==> src/rtl/dm_bus_bridge.sv <==
// dm_bus_bridge: converts one core data-memory access (load or byte-masked
// store) into a single word-aligned valid/ready bus transaction and stalls
// the core until the response returns.
// Optional feature: define DM_BRIDGE_TIMEOUT_EN to enable a watchdog that
// aborts an access with an error after TIMEOUT_CYCLES REQ/RSP cycles.
module dm_bus_bridge #(
  parameter int unsigned ADDR_W         = 32,
  parameter int unsigned DATA_W         = 32,
  parameter int unsigned TIMEOUT_CYCLES = 255
) (
  input  logic              i_clk,
  input  logic              i_rst,
  input  logic [ADDR_W-1:0] i_DM_addr,
  input  logic [DATA_W-1:0] i_DM_wd,
  input  logic [3:0]        i_DM_wen,
  input  logic              i_DM_ren,
  output logic [DATA_W-1:0] o_DM_rd,
  output logic              o_stall,
  output logic              o_err,
  output logic              o_bus_req_valid,
  input  logic              i_bus_req_ready,
  output logic [ADDR_W-1:0] o_bus_addr,
  output logic              o_bus_we,
  output logic [3:0]        o_bus_wstrb,
  output logic [DATA_W-1:0] o_bus_wdata,
  input  logic              i_bus_rsp_valid,
  input  logic              i_bus_rsp_err,
  input  logic [DATA_W-1:0] i_bus_rdata,
  output logic              o_bus_rsp_ready
);

  typedef enum logic [1:0] {
    S_IDLE = 2'd0,
    S_REQ  = 2'd1,
    S_RSP  = 2'd2,
    S_DONE = 2'd3
  } state_t;

  state_t            r_state;
  state_t            w_next;
  logic              w_access;
  logic              w_capture;
  logic              w_complete;
  logic              w_tmo_exit;
  logic              w_timeout;

  logic [ADDR_W-1:0] r_addr;
  logic [DATA_W-1:0] r_wd;
  logic [3:0]        r_wstrb;
  logic              r_we;
  logic [DATA_W-1:0] r_rd;
  logic              r_err;

  // Byte offset bits are dropped on the bus; TIMEOUT_CYCLES is only
  // consumed when the watchdog is built in.
  logic              w_unused;
  assign w_unused = ^{i_DM_addr[1:0], (TIMEOUT_CYCLES == 0)};

  assign w_access = i_DM_ren | (|i_DM_wen);

`ifdef DM_BRIDGE_TIMEOUT_EN
  localparam int unsigned CNT_W = $clog2(TIMEOUT_CYCLES + 1) + 1;

  logic [CNT_W-1:0] r_cnt;

  // Watchdog counter: cleared when an access is latched, counts REQ/RSP cycles
  always_ff @(posedge i_clk) begin
    if (i_rst || w_capture) begin
      r_cnt <= '0;
    end else if ((r_state == S_REQ) || (r_state == S_RSP)) begin
      r_cnt <= r_cnt + CNT_W'(1);
    end
  end

  // Current cycle is the TIMEOUT_CYCLES-th one spent waiting on the bus
  assign w_timeout = ((r_state == S_REQ) || (r_state == S_RSP)) &&
                     (r_cnt >= CNT_W'(TIMEOUT_CYCLES - 1));
`else
  assign w_timeout = 1'b0;
`endif

  // State register
  always_ff @(posedge i_clk) begin
    if (i_rst) begin
      r_state <= S_IDLE;
    end else begin
      r_state <= w_next;
    end
  end

  // Next-state logic; a bus handshake or response takes priority over timeout
  always_comb begin
    w_next     = r_state;
    w_capture  = 1'b0;
    w_complete = 1'b0;
    w_tmo_exit = 1'b0;
    case (r_state)
      S_IDLE: begin
        if (w_access) begin
          w_capture = 1'b1;
          w_next    = S_REQ;
        end
      end
      S_REQ: begin
        if (i_bus_req_ready) begin
          w_next = S_RSP;
        end else if (w_timeout) begin
          w_tmo_exit = 1'b1;
          w_next     = S_DONE;
        end
      end
      S_RSP: begin
        if (i_bus_rsp_valid) begin
          w_complete = 1'b1;
          w_next     = S_DONE;
        end else if (w_timeout) begin
          w_tmo_exit = 1'b1;
          w_next     = S_DONE;
        end
      end
      S_DONE: begin
        w_next = S_IDLE;
      end
      default: begin
        w_next = S_IDLE;
      end
    endcase
  end

  // Request fields latched from the core; a store wins over a concurrent load
  always_ff @(posedge i_clk) begin
    if (i_rst) begin
      r_addr  <= '0;
      r_wd    <= '0;
      r_wstrb <= '0;
      r_we    <= 1'b0;
    end else if (w_capture) begin
      r_addr  <= {i_DM_addr[ADDR_W-1:2], 2'b00};
      r_wd    <= i_DM_wd;
      r_wstrb <= i_DM_wen;
      r_we    <= |i_DM_wen;
    end
  end

  // Response capture; load data is zeroed on error or timeout
  always_ff @(posedge i_clk) begin
    if (i_rst) begin
      r_rd  <= '0;
      r_err <= 1'b0;
    end else if (w_complete) begin
      r_rd  <= i_bus_rsp_err ? '0 : i_bus_rdata;
      r_err <= i_bus_rsp_err;
    end else if (w_tmo_exit) begin
      r_rd  <= '0;
      r_err <= 1'b1;
    end
  end

  // Output decode; stall includes the same-cycle access request seen in IDLE
  always_comb begin
    o_stall         = ((r_state == S_IDLE) && w_access) ||
                      (r_state == S_REQ) || (r_state == S_RSP);
    o_err           = (r_state == S_DONE) && r_err;
    o_DM_rd         = r_rd;
    o_bus_req_valid = (r_state == S_REQ);
    o_bus_rsp_ready = (r_state == S_RSP);
    o_bus_addr      = r_addr;
    o_bus_we        = r_we;
    o_bus_wstrb     = r_wstrb;
    o_bus_wdata     = r_wd;
  end

endmodule

==> config.mk <==
export PLATFORM = sky130hd
export DESIGN_NAME = dm_bus_bridge
export DESIGN_NICKNAME = d
export VERILOG_FILES = /design/src/rtl/dm_bus_bridge.sv
export SDC_FILE = /design/constraint.sdc
export NUM_CORES = 1
export LEC_CHECK = 0
export CAP_MARGIN = 25
export CORE_ASPECT_RATIO = 0.5
export CORE_MARGIN = 8
export CORE_UTILIZATION = 35
export DETAILED_ROUTE_END_ITERATION = 10
export GPL_TIMING_DRIVEN = 0
export PLACE_DENSITY = 0.7
export SLEW_MARGIN = 0
export SYNTH_ARGS = -nofsm -noshare
export SYNTH_HDL_FRONTEND = slang
export SYNTH_SLANG_ARGS = --single-unit
==> constraint.sdc <==
create_clock -name i_clk -period 1.89 [get_ports i_clk]
set_input_delay 0.189 -clock i_clk [delete_from_list [all_inputs] [get_ports i_clk]]
set_output_delay 0.189 -clock i_clk [all_outputs]
set_load 0.02 [all_outputs]
==> flow_summary.yaml, run 1 <==
clock_tree:
  htreeDepth: 3
  cts_buffer_depth: 2
  cts_hold_buffers: 0
  cts_num_sinks: 102
  cts_buffers: 9
  cts_root_buf: "clkbuf_16"
  tritoncts: "built"
  clk_pin_slew_ns: 0.07
  clock_latency_ns: 0.34
floorplanning:
  initial_core_util: 0.357
  ios: 211
  die_area_sq_um: 16900
  die_w_um: 176
  die_h_um: 96.1
  core_area_sq_um: 12600
  row_count: 29
routing:
  dr_total_vias: 3986
  drt_iter0_drc: 146
  drc: 0
  wl_per_cell_um: 16.4
  routed_wl_um: 14200
  drt_first_pass_iters: 4
  ant_nets: 0
  viasPerCell: 4.61
sta:
  skew_ns: 0.00616
  post-route-min-period_ns: 1.88
  maxSlewViolCount: 0
  finalCritPeriodShare: 0.993
  fmaxAchievable_mhz: 533
  hold_viol: 0
  relSlewSlack: 0.653
  setup_violations: 0
  tightest_slew_ns: 0.520
  finalSetupTns_ns: 0
  rsz0062_at_grt: "true"
layout:
  fill_cells: 1128
  antenna_cells: 0
  nets: 800
  syn_to_final_growth_pct: 58.6
  final_area_sq_um: 7130
  drive_gt1_frac: 0.0648
grt:
  antenna_found_initial: 0
  grt_pass1_vias: 4139
  grtUsageTotal: 0.160
  grt_first_pass_wirelength_um: 21800
  grt-ovfl-total: 0
  grt_max_degree: 18
place:
  dp_hpwl_um: 10900
  dpl_cell_area_sq_um: 6750
  port_buffers: 204
  routabilityCongestion: 0.772
pwr:
  p_per_area_nw_per_um2: 1190
  switchingPower_mw: 2.94
  power.leakage_nw: 2.75
  ir_worst_vdd_mv: 0.511
  clkPwrFrac: 0.226
  p_seq_frac: 0.343
  swShare: 0.346
  p_int_mw: 5.56
  pwr-share-comb: 0.431
setup_path:
  cp_top_family: "simple AND/OR/NAND/NOR gates"
  crit_chain: "buf_2, or4_4, o21a_4, buf_6, or3_4, buf_6"
  cp_slowest_stage_delay_ns: 0.54
  cp.buffers_inverters: 3
  cp-start-kind: "input pin"
  worstPathMaxFanout: 2
  end_kind: "output pin"
  worst-path-stages: 6
  arrival_ns: 1.69
  crit_slowest_cell: "or4_4"
  rr_worst_depth: 7
  worst_path_most_repeated_cell: "buf_6"
  cp.required_ns: 1.70
  criticalPathCategory: "input pin to output pin"
synth:
  synth_edf_count: 0
  ys_top_cells_by_count: "nand2b_1, dfxtp_1, mux2i_1, nand2_1"
  synth_flop_cell: "dfxtp_1"
  yosys.area.top_type_share: 0.455
  synthTopCellsByArea: "dfxtp_1, nand2b_1, mux2i_1"
  async_flop_share: 0
  syn-instance-count: 469
  ys_types: 25
  synth_area_leader_cell: "dfxtp_1"
  synth.most_common_cell: "nand2b_1"
  yosysWarnings: 0
  syn_area_sq_um: 4490
  ys_ff_latch: 102
  syn_avg_cell_area_sq_um: 9.58
  ys_seq_area_frac: 0.455
worst_hold_path:
  hp-class: "input pin to flop"
  min_path_cells: 3
run:
  cap_violations: 0
outcome:
  outcome: "finished clean"
-- state kept, by name (all words and copies together) (netlist names) --
name and flops:
o_bus_addr 30, o_bus_wstrb 4, o_bus_wdata 32, r_state 2, o_bus_we 1, r_err 1, o_DM_rd 32
-- final cells by class --
cell class                      instances  area, sq um  share of cell area
Clock buffer                           10          239              0.0335
Sequential cell                       102         2040               0.287
Inverter                                3         11.3             0.00158
Multi-Input combinational cell        321         2260               0.317
Timing Repair Buffer                  210         2080               0.292
Buffer                                 42          209              0.0293
Clock inverter                          6         70.1             0.00983
Tap cell                              170          213              0.0299
-- stage by stage --
step                std cells  power (mW)  setup WS (ns)  hold WS (ns)  utilization
floorplan                 470        4.91          0.147         0.340            -
global placement          844        6.50         -0.857         0.438        0.536
detailed placement        844        6.53         -0.870         0.446        0.536
CTS                       864        8.61        0.00252         0.104        0.566
global route              864        8.94        -0.0119         0.121        0.566
finish                    864        8.51         0.0135         0.119        0.566
-- final timing paths --
check | startpoint | endpoint | slack [ns]
setup / recovery | i_DM_wen[2] | o_stall | 0.01
hold / removal | i_DM_wen[1] | o_bus_wstrb[1] | 0.12
setup reg to reg | r_state[1] | o_DM_rd[3] | 0.17
hold reg to reg | o_DM_rd[24] | o_DM_rd[24] | 0.45
-- kinds of logic after synthesis --
logic type,share of synthesized area
AND/OR/NAND/NOR,0.291
AO/OA/AOI/OAI,0.0487
buffers and inverters,0.0485
adder cells (fa/ha/maj),0.0139
multiplexers,0.143
flip-flops,0.455
other,0.000835
-- cells in the final DEF (no fill, tap or decap), types with 3 or more instances in the layout --
cell | netlist | routed
clkdlybuf4s50_1 | 0 | 197
nand2b_1 | 133 | 133
dfxtp_1 | 102 | 100
mux2i_1 | 64 | 64
nand2_1 | 35 | 35
a21oi_1 | 33 | 33
nand4b_1 | 32 | 32
clkbuf_1 | 33 | 30
clkbuf_16 | 0 | 9
buf_4 | 2 | 8
buf_2 | 3 | 6
buf_6 | 4 | 5
nand3b_1 | 4 | 4
o21ai_1 | 4 | 4
ha_1 | 5 | 4
clkinvlp_4 | 0 | 3
-- tightest hold or removal path: cells and delay by family --
family | cells | cell delay [ns]
AO/OA/AOI/OAI | 1 | 0.07
AND/OR/NAND/NOR | 1 | 0.07
buffers and inverters | 1 | 0.09
-- power groups by stage --
stage	Clock [mW]	Combinational (mW)	Sequential (mW)
floorplan	0	1.37	3.54
CTS	1.97	3.71	2.92
finish	1.92	3.66	2.92
global placement	0	3.56	2.94
detailed placement	0	3.57	2.96
global route	2.05	3.90	2.99
-- metal layers --
metal  part of all wire  global-route usage
met5                  0                   0
met1               0.43               0.187
met3              0.043              0.0392
met4              0.016              0.0484
met2               0.51               0.292
-- repair_timing --
| action | 4_1_cts | 5_1_grt |
|---|---|---|
| pin swaps | 4 | 2 |
| gates resized for setup | 31 | 3 |
| setup endpoints to repair | 54 | 3 |
| buffers inserted | 6 | 0 |
(Power assumes the default switching activity.)
==> run 2, diff against run 1 <==
--- a/config.mk
+++ b/config.mk
@@ -9,6 +9,7 @@
 export CORE_ASPECT_RATIO = 0.5
 export CORE_MARGIN = 8
 export CORE_UTILIZATION = 35
+export CTS_CLUSTER_SIZE = 14
 export DETAILED_ROUTE_END_ITERATION = 10
 export GPL_TIMING_DRIVEN = 0
 export PLACE_DENSITY = 0.7
==> results of run 2 <==
Same layout as run 1: the final DEF is identical, and so are final timing and power.
